`src/rtl/vdp_color_mixer.sv`:
```
// VDP pixel output stage: priority/border resolution, Game Gear CRAM lookup and
// the CPU-side latched 16-bit CRAM write port.
module vdp_color_mixer (
  input  logic       clk,
  input  logic       rst_n,
  input  logic [5:0] bg_color,
  input  logic       bg_priority,
  input  logic [3:0] spr_color,
  input  logic       in_active,
  input  logic       in_mask,
  input  logic [3:0] border_color,
  input  logic       cram_we,
  input  logic [5:0] cram_a,
  input  logic [7:0] cram_d,
  output logic [7:0] cram_q,
  output logic [3:0] red,
  output logic [3:0] green,
  output logic [3:0] blue,
  output logic       de
);

  localparam int unsigned EntryW     = 12;
  localparam int unsigned NumEntries = 32;
  localparam int unsigned IdxW       = 5;
  localparam int unsigned ChanW      = 4;
  localparam int unsigned ByteW      = 8;

  logic [EntryW-1:0] mem_q [NumEntries];
  logic [EntryW-1:0] mem_d [NumEntries];
  logic [ByteW-1:0]  latch_q, latch_d;
  logic [IdxW-1:0]   idx_q, idx_d;
  logic              act_q, act_d;
  logic [ChanW-1:0]  red_q, red_d;
  logic [ChanW-1:0]  green_q, green_d;
  logic [ChanW-1:0]  blue_q, blue_d;
  logic              de_q, de_d;
  logic [ByteW-1:0]  cram_rd_q, cram_rd_d;

  logic [EntryW-1:0] pix_entry;
  logic [EntryW-1:0] cpu_entry;
  logic              bg_opaque;
  logic              bg_lsb_unused;

  // The even-byte bit of the background address carries no information.
  assign bg_lsb_unused = bg_color[0];

  // CPU write port: even byte fills the latch, odd byte commits a whole entry.
  always_comb begin
    latch_d = latch_q;
    mem_d   = mem_q;
    if (cram_we) begin
      if (!cram_a[0]) begin
        latch_d = cram_d;
      end else begin
        mem_d[cram_a[5:1]] = {cram_d[3:0], latch_q};
      end
    end
  end

  // Stage 1: resolve which palette entry this pixel shows.
  always_comb begin
    bg_opaque = (bg_color[4:1] != 4'd0);
    act_d     = in_active;
    idx_d     = bg_color[5:1];
    if (!in_active || in_mask) begin
      idx_d = {1'b1, border_color};
    end else if ((spr_color != 4'd0) && !(bg_priority && bg_opaque)) begin
      idx_d = {1'b1, spr_color};
    end
  end

  // Stage 2 and CPU readback read committed CRAM state only (pre-commit this edge).
  always_comb begin
    pix_entry = mem_q[idx_q];
    cpu_entry = mem_q[cram_a[5:1]];
    red_d     = pix_entry[3:0];
    green_d   = pix_entry[7:4];
    blue_d    = pix_entry[11:8];
    de_d      = act_q;
    if (cram_a[0]) begin
      cram_rd_d = {4'h0, cpu_entry[11:8]};
    end else begin
      cram_rd_d = cpu_entry[7:0];
    end
  end

  always_ff @(posedge clk or negedge rst_n) begin
    if (!rst_n) begin
      for (int i = 0; i < NumEntries; i++) begin
        mem_q[i] <= '0;
      end
      latch_q   <= '0;
      idx_q     <= '0;
      act_q     <= 1'b0;
      red_q     <= '0;
      green_q   <= '0;
      blue_q    <= '0;
      de_q      <= 1'b0;
      cram_rd_q <= '0;
    end else begin
      mem_q     <= mem_d;
      latch_q   <= latch_d;
      idx_q     <= idx_d;
      act_q     <= act_d;
      red_q     <= red_d;
      green_q   <= green_d;
      blue_q    <= blue_d;
      de_q      <= de_d;
      cram_rd_q <= cram_rd_d;
    end
  end

  assign red    = red_q;
  assign green  = green_q;
  assign blue   = blue_q;
  assign de     = de_q;
  assign cram_q = cram_rd_q;

endmodule

```
`config.mk`:
```
export PLATFORM = sky130hd
export DESIGN_NAME = vdp_color_mixer
export DESIGN_NICKNAME = d
export VERILOG_FILES = /design/src/rtl/vdp_color_mixer.sv
export SDC_FILE = /design/constraint.sdc
export NUM_CORES = 1
export LEC_CHECK = 0
export ABC_AREA = 1
export ABC_CLOCK_PERIOD_IN_PS = 2400
export BUFFER_PORTS_ARGS = -buffer_cell sky130_fd_sc_hd__buf_2
export CORE_MARGIN = 2
export CORE_UTILIZATION = 40
export CTS_CLUSTER_DIAMETER = 100
export DETAILED_ROUTE_END_ITERATION = 10
export HOLD_SLACK_MARGIN = 0.08
export PLACE_DENSITY = 0.59
export SLEW_MARGIN = 20
export SYNTH_ARGS = -nofsm -noshare
export SYNTH_HDL_FRONTEND = slang
export SYNTH_SLANG_ARGS = --single-unit
```
`constraint.sdc`:
```
create_clock -name clk -period 2.4 [get_ports clk]
set_clock_uncertainty 0.05 [all_clocks]
set_input_delay 0.36 -clock clk [delete_from_list [all_inputs] [get_ports clk]]
set_output_delay 0.36 -clock clk [all_outputs]
set_load 0.01 [all_outputs]
```
; Yosys cells after proc, flatten, opt, wreduce, memory -nomap -nowiden
; Cells that the tools add are included.
[classes]
n_addsub = 0
multipliers = 0
div_mod_pow = 0
order_cmp = 3
eq_ne = 0
shift = 0
n_mux = 12
bitwise_logic = 3
reduce_logical = 10
[op_table]
columns = op, count
row1 = bitwise mux 384 bit, 1
row2 = binary-select mux 12 bit (select 5 bit), 2
row3 = demux 12 bit (select 5 bit), 1
row4 = 2-to-1 mux 12 bit, 5
row5 = ">= comparator 6 bit, second input constant", 2
row6 = NOT 5 -> 6 bit, 2
row7 = 2-to-1 mux 5 bit, 2
row8 = 2-to-1 mux 8 bit, 1
row9 = nonzero test 4 bit, 2
row10 = "less-than comparator 6 x 1 -> 1 bit, second input constant", 1
row11 = AND reduction 2 bit, 2
row12 = logical AND 1 bit, 3
row13 = zero test 1 bit, 2
row14 = logical OR 1 bit, 1
row15 = NOT 1 bit, 1
[totals]
ff_bits = 419
latch_bits = 0
ram_bits = 0
romBits = 0
in_bits = 34
out_inout_bits = 21
wordCells = 68
mem_count = 0

; Depth between registers and ports, before layout
; Gate-level depths: netlist of the first run.
[depth]
word_depth = 6
mapped_depth = 13
ltp_nobuf = 11

; Worst setup path after synthesis of the first run
; No wires, ideal clock.
[synth_timing]
path_kind = in2reg
start = in cram_a[0]
end = reg mem_q[373] (netlist name)
setup_time_ps = 134
arrival_time_ps = 1522
required_time_ps = 2216
path_slack_ps = 695
path_stages = 7
path_buffers = 2
path_cell_list = buf_2 > nand2_1 > nor3_2 > nand2_1 > clkbuf_1 > nand2_1 > o21ai_0
[synth_between]
elab_chain_cells = 1
[synth_lines]
columns = item, line_no
row1 = start: declaration, 13  ; input logic [5:0] cram_a,
row2 = AND reduction 2 bit (no line), -
row3 = end signal: assignment, 101  ; mem_q <= mem_d;
row4 = end: declaration, 28  ; logic [EntryW-1:0] mem_q [NumEntries];
; Every way passes these cells.
; A chain may end at the register's enable or synchronous reset.

; Final worst setup path of the first run
[layout_timing]
start = reg idx_q[0]
end = reg green_q[1] (netlist: green[1])
[layout_between]
elab_chain_cells = 4
[layout_lines]
columns = item, line_no
row1 = start: declaration, 31  ; logic [IdxW-1:0] idx_q, idx_d;
row2 = start signal: assignment, 103  ; idx_q <= idx_d;
row3 = NOT 5 -> 6 bit (not written as such), 74  ; pix_entry = mem_q[idx_q];
row4 = binary-select mux 12 bit (select 5 bit), 74
row5 = 2-to-1 mux 12 bit (not written as such) (2 in series), 74
row6 = via pix_entry[5], 39  ; logic [EntryW-1:0] pix_entry;
row7 = end signal: assignment, 106  ; green_q <= green_d;
row8 = end: declaration, 34  ; logic [ChanW-1:0] green_q, green_d;
; The timed path passes the listed nets, and every way through them passes these cells. The select of a mux whose other input is x is not followed.

==> flow_summary.yaml, run 1 <==
status:
  outcome: "finished, final reports clean"
routing:
  vias: 22100
  drc: 0
  drt_pass1_iterations: 6
  ant_nets: 0
  routedWlPerCell_um: 20.1
  post_drt_via_cell_ratio: 5.45
  drt-initial-drc-count: 2340
  routed_wl_um: 81400
cts:
  clkSlewWorstSetupHoldPaths_ns: 0.06
  post-cts-setup-buffers: 0
  h-tree-depth: 2
  cts_tree: "yes"
  cts-buffers-inserted: 50
  clkLatencyLatePin_ns: 0.62
  cts_sinks: 419
  clockBufferDepth: 3
  cts_root_buf: "clkbuf_16"
logic_synthesis:
  yosysWarnings: 0
  synth_largest_area_cell: "dfrtp_1"
  yosys.cell_types.count: 22
  ys_seq_elements: 419
  syn_inst: 3271
  syn_avg_cell_area_um2: 6.85
  syn_nets: 3305
  synth_area_leaders: "dfrtp_1 47%, nand2_1 27%, o21ai_0 10%"
  ys.flop_type: "dfrtp_1"
  synthArstFlopShare_pct: 100
  syn-cell-area_um2: 22400
  synthDominantCellAreaShare_pct: 46.8
  synth-edff-count: 0
  yosysSeqAreaShare_pct: 46.8
die:
  coreArea_um2: 55200
  initial_core_util_pct: 40.6
  ioPinCount: 55
  die_w_um: 241
  die_area_um2: 57900
  floorplan.rows: 86
  die_y_um: 241
global_route:
  grt_pass1_wl_um: 126000
  grt_usage_pct: 28.6
  antenna_found_initial: 4
  grt_pass1_vias: 20900
  grt_overflow_total: 0
  grt_max_degree: 98
sta:
  maxSlewHeadroom_pct: 58.4
  maxSlewViolCount: 0
  setup_viol: 0
  worst_pin_slew_ns: 0.623
  finalCritPeriodShare_pct: 92.0
  worst_hold_slack_ns: 0.236
  period_minus_slack_ns: 2.21
  grt_setup_unrepaired: "no"
  fin_setup_tns_ns: 0
  hold_viol_final: 0
  fmax_mhz: 453
setup_path:
  path_buf_inv: 2
  critPathKind: "flop to flop"
  slowest_stage: "dfrtp_4"
  worstPathCellList: "inv_4, buf_4, nand2_1, o211ai_1, nand3_1, nand2_1, nand2_1, nand2_1, nand2_1, nand2_1"
  worstPathRequired_ns: 2.85
  crit_path_frequent_cell: "nand2_1"
  critPathCaptureType: "flop"
  worstPathArrival_ns: 2.66
  start_kind: "flop"
  path_max_fanout: 18
  critPathMaxStageDelay_ns: 0.57
  cp_top_family: "simple AND/OR/NAND/NOR gates"
placed_design:
  dp_hpwl_um: 51800
  place.gp.congestion: 0.904
  place_area_um2: 24000
  place_inst: 3952
  io_buffers: 53
pwr:
  leakage_uw: 0.0125
  finalPower_uw: 20100
  powerDensity_nw_per_um2: 780
  ir_drop_uv: 547
job:
  max-cap-violations: 0
layout:
  drive_gt1_share_pct: 8.40
  layout.cells.non_filler: 4060
  area_delta_synth_final_pct: 15.3
  final_nets: 3307
  final_area_um2: 25800
min_path:
  hp-class: "input port to asynchronous set/reset pin"
-- power by group --
part	switching [µW]	internal (µW)	total, µW
clock	3110	4360	7470
sequential	749	8070	8820
combinational	2550	1310	3860
total	6410	13700	20100
-- worst paths after layout --
| path | to | cells past startpoint | from | slack, ns |
|---|---|---|---|---|
| max | green[1] | 10 | idx_q[0] | 0.19 |
| min reg2reg | de | 0 | act_q | 0.30 |
| min in group clk | de | 0 | act_q | 0.30 |
| min | mem_q[250] | 2 | rst_n | 0.24 |
| max in group asynchronous | green[1] | 3 | rst_n | 1.25 |
| max reg2reg | green[1] | 10 | idx_q[0] | 0.19 |
-- what timing repair did --
| action | CTS | global route |
|---|---|---|
| hold buffers | 17 | 0 |
| endpoints found under the hold margin | 189 | 0 |
| resized for setup | 0 | 0 |
-- state kept, by name (all words and copies together) (netlist names) --
| signal | cells |
|---|---|
| red | 4 |
| mem_q | 384 |
| cram_q | 8 |
| latch_q | 8 |
| green | 4 |
| idx_q | 5 |
| blue | 4 |
| de | 1 |
| act_q | 1 |
-- synthesized netlist by cell type (8+ instances only) --
| library cell | number |
|---|---|
| nand2_1 | 1598 |
| o21ai_0 | 449 |
| dfrtp_1 | 419 |
| nand3_1 | 264 |
| clkbuf_1 | 195 |
| inv_1 | 84 |
| a21oi_1 | 76 |
| nor2_1 | 73 |
| buf_2 | 29 |
| o21ai_1 | 21 |
| buf_1 | 20 |
| nand4_1 | 12 |
| nor3_2 | 9 |
| o211ai_1 | 8 |
-- layer usage --
layer	vias to the layer above	track usage, %	routed length (µm)
met5	-	0	0
met4	0	13.7	3610
met3	186	3.36	6480
met2	1026	45.1	37100
met1	10400	39.4	34200
li1	10500	-	-
-- worst register-to-register path, stage by stage (launching register included) --
cell and delay (ns):
dfrtp_4 0.57, inv_4 0.28, buf_4 0.32, nand2_1 0.10
o211ai_1 0.09, nand3_1 0.13, nand2_1 0.11, nand2_1 0.08
nand2_1 0.14, nand2_1 0.10, nand2_1 0.18
-- through the flow --
step / setup WS, ns / utilization (%)
after global routing: 0.0698 / 46.7
after floorplan: 0.695 / -
after global placement: 0.157 / 43.5
after CTS: 0.246 / 46.7
after detailed placement: 0.153 / 43.5
final: 0.193 / 46.8
-- area by class of cell --
class,count,area [µm²]
Multi-Input combinational cell,2519,10600
Clock inverter,15,128
Timing Repair Buffer,195,1800
Tap cell,748,936
Inverter,88,333
Clock buffer,73,1480
Antenna cell,3,7.51
Fill cell,5641,29400
Sequential cell,419,10500
-- cells in the final DEF (no fill, tap or decap), types with 5 or more instances in the layout --
| cell | netlist | routed |
|---|---|---|
| buf_2 | 29 | 51 |
| nand3_1 | 264 | 264 |
| clkbuf_8 | 0 | 12 |
| o21ai_0 | 449 | 449 |
| nor2_1 | 73 | 72 |
| nor3_2 | 9 | 10 |
| a21oi_1 | 76 | 76 |
| o21ai_1 | 21 | 21 |
| inv_1 | 84 | 82 |
| dfrtp_1 | 419 | 416 |
| clkbuf_1 | 195 | 10 |
| dlygate4sd3_1 | 0 | 17 |
| nand4_1 | 12 | 12 |
| clkinv_2 | 0 | 10 |
| buf_12 | 0 | 33 |
| buf_4 | 1 | 92 |
| inv_2 | 3 | 5 |
| o211ai_1 | 8 | 8 |
| nand2_1 | 1598 | 1598 |
| clkbuf_16 | 0 | 51 |
-- logic make-up after synthesis --
| family | share of synthesized area (%) |
|---|---|
| flip-flops | 46.8 |
| AO/OA/AOI/OAI | 12.6 |
| AND/OR/NAND/NOR | 34.8 |
| buffers and inverters | 5.76 |
Note: power is estimated with default switching activity, not from simulation.
==> run 2: changes to the inputs <==
Settings changed: CORE_ASPECT_RATIO set to 0.6, REMOVE_ABC_BUFFERS set to 1.
==> run 2 against run 1 <==
Effect of this change: first-iteration DRC count is 19% higher; critical path depth unchanged; total power shrank 3.5%; hold slack lost 0.0051 ns; clock power down 11%; non-clock buffer count increased by 10; flip-flop and latch count did not move; setup slack worse by 0.072 ns; highest routed layer unchanged.
==> flow_summary.yaml, run 2 (synthesis results as in run 1) <==
layout:
  largest_reg_flops: 384
  final_cell_mix: "1598 x nand2_1, 449 x o21ai_0, 416 x dfrtp_1"
  layout.cells.non_filler: 4063
  drive_gt1_share_pct: 8.20
  fillCellCount: 5658
  layout_commonest_cell: "nand2_1"
  area_delta_synth_final_pct: 14.9
  largest_register: "mem_q"
  final_area_um2: 25700
  final_nets: 3309
sta:
  period_minus_slack_ns: 2.28
  setup_viol: 0
  hold_viol_final: 0
  finalCritPeriodShare_pct: 95.0
  worst_hold_slack_ns: 0.231
  grt_setup_unrepaired: "no"
  worst_pin_slew_ns: 0.631
  fin_setup_tns_ns: 0
  fmax_mhz: 439
  maxSlewHeadroom_pct: 57.9
  maxSlewViolCount: 0
setup_path:
  reg2regPathDepth: 10
  cp_top_family: "simple AND/OR/NAND/NOR gates"
  critPathMaxStageDelay_ns: 0.50
  critPathKind: "flop to flop"
  worstPathCellList: "inv_4, buf_4, nand2_1, nand3_1, nand3_1, nand2_1, nand2_1, nand2_1, nand2_1, nand2_1"
  worstPathArrival_ns: 2.69
  slowest_stage: "dfrtp_4"
  crit_path_frequent_cell: "nand2_1"
  path_buf_inv: 2
  r2r-end: "green[2]"
  cp-startpoint: "idx_q[0]"
  path_depth: 10
  r2r_start: "idx_q[0]"
  critPathCaptureType: "flop"
  start_kind: "flop"
  worstSetupEndpoint: "green[2]"
  r2r_setup_slack_ns: 0.12
  worstPathRequired_ns: 2.81
  path_max_fanout: 19
routing:
  drt_pass1_iterations: 6
  routed_wl_um: 84900
  ant_nets: 0
  vias: 22500
  routedWlPerCell_um: 20.9
  drt-initial-drc-count: 2777
  drc: 0
  post_drt_via_cell_ratio: 5.55
pwr:
  powerDensity_nw_per_um2: 756
  ir_drop_uv: 529
  leakage_uw: 0.0125
global_route:
  grt_overflow_total: 0
  grt_pass1_wl_um: 130000
  grt_max_degree: 63
  antenna_found_initial: 0
  grt_pass1_vias: 21200
  grt_usage_pct: 29.5
die:
  initial_core_util_pct: 40.3
  coreArea_um2: 55600
  ioPinCount: 55
  die_w_um: 309
  die_y_um: 187
  floorplan.rows: 67
  die_area_um2: 57900
min_path:
  min_from: "cram_a[0]"
  hp-class: "input port to flop"
job:
  max-cap-violations: 0
cts:
  cts_sinks: 419
  cts_tree: "yes"
  clkSlewWorstSetupHoldPaths_ns: 0.06
  cts_root_buf: "clkbuf_16"
  cts-buffers-inserted: 42
  h-tree-depth: 2
  clockBufferDepth: 3
  clkLatencyLatePin_ns: 0.58
placed_design:
  place_area_um2: 24200
  place.gp.congestion: 0.936
  io_buffers: 53
  place_inst: 3974
  dp_hpwl_um: 55700
status:
  outcome: "finished, final reports clean"
==> run 2: changes by cell type in the layout (fill, tap and decap cells not counted), sizes merged <==
| cell | delta |
|---|---|
| buf | +11 |
| clkbuf | -9 |
| clkinv | -4 |
| clkinvlp | -2 |
| diode | -2 |
| dlygate4sd3 | -1 |
| inv | -1 |
==> run 2: layout make-up <==
class | instances | area, µm² | area share [%]
clock inverter | 8 | 68.8 | 0.268
inverter | 88 | 334 | 1.30
antenna | 1 | 2.50 | 0.00973
tap | 759 | 950 | 3.69
clock buffer | 64 | 1270 | 4.93
timing repair buffer | 205 | 1980 | 7.68
multi-input combinational | 2519 | 10600 | 41.3
sequential | 419 | 10500 | 40.8
==> run 2: worst reg2reg max path, stage by stage, from the launching register on <==
cell and delay, ns:
dfrtp_4 0.50, inv_4 0.36, buf_4 0.29, nand2_1 0.07, nand3_1 0.06, nand3_1 0.23, nand2_1 0.18, nand2_1 0.06
nand2_1 0.08, nand2_1 0.05, nand2_1 0.23
==> run 2: power by group <==
group | internal, µW | switching (µW)
Combinational | 1340 | 2640
Sequential | 8060 | 749
Clock | 3740 | 2910
Total | 13100 | 6300
==> run 2: worst min path at each step <==
stage                endpoint  slack (ns)  cells after the start
detailed placement         de        0.28                      0
global route        cram_q[4]        0.21                      3
finish              cram_q[4]        0.23                      3
floorplan               act_q        0.01                      0
global placement           de        0.28                      0
CTS                 cram_q[4]        0.19                      3
==> run 2: what timing repair did <==
item	4_1_cts	5_1_grt
hold endpoints to repair	49	0
setup buffers	0	0
endpoints found under the setup margin	0	0
hold buffers	16	0
gates resized for setup	0	0
==> run 2: stage by stage <==
step / power, µW / worst slack (ns) / util [%]
6_report: 19400 / 0.121 / 46.3
5_1_grt: 20500 / 0.0268 / 46.3
4_1_cts: 19500 / 0.249 / 46.3
3_5_place_dp: 12800 / 0.136 / 43.6
3_3_place_gp: 12600 / 0.170 / 43.6
2_1_floorplan: 11000 / -4.36 / -
==> run 2: metal layers <==
layer | vias to the layer above | routed length (µm) | GRT usage, %
li1 | 10400 | - | -
met1 | 10800 | 38600 | 44.3
met2 | 1176 | 34000 | 41.5
met3 | 151 | 10000 | 8.27
met4 | 0 | 2160 | 7.41
met5 | - | 0 | 0
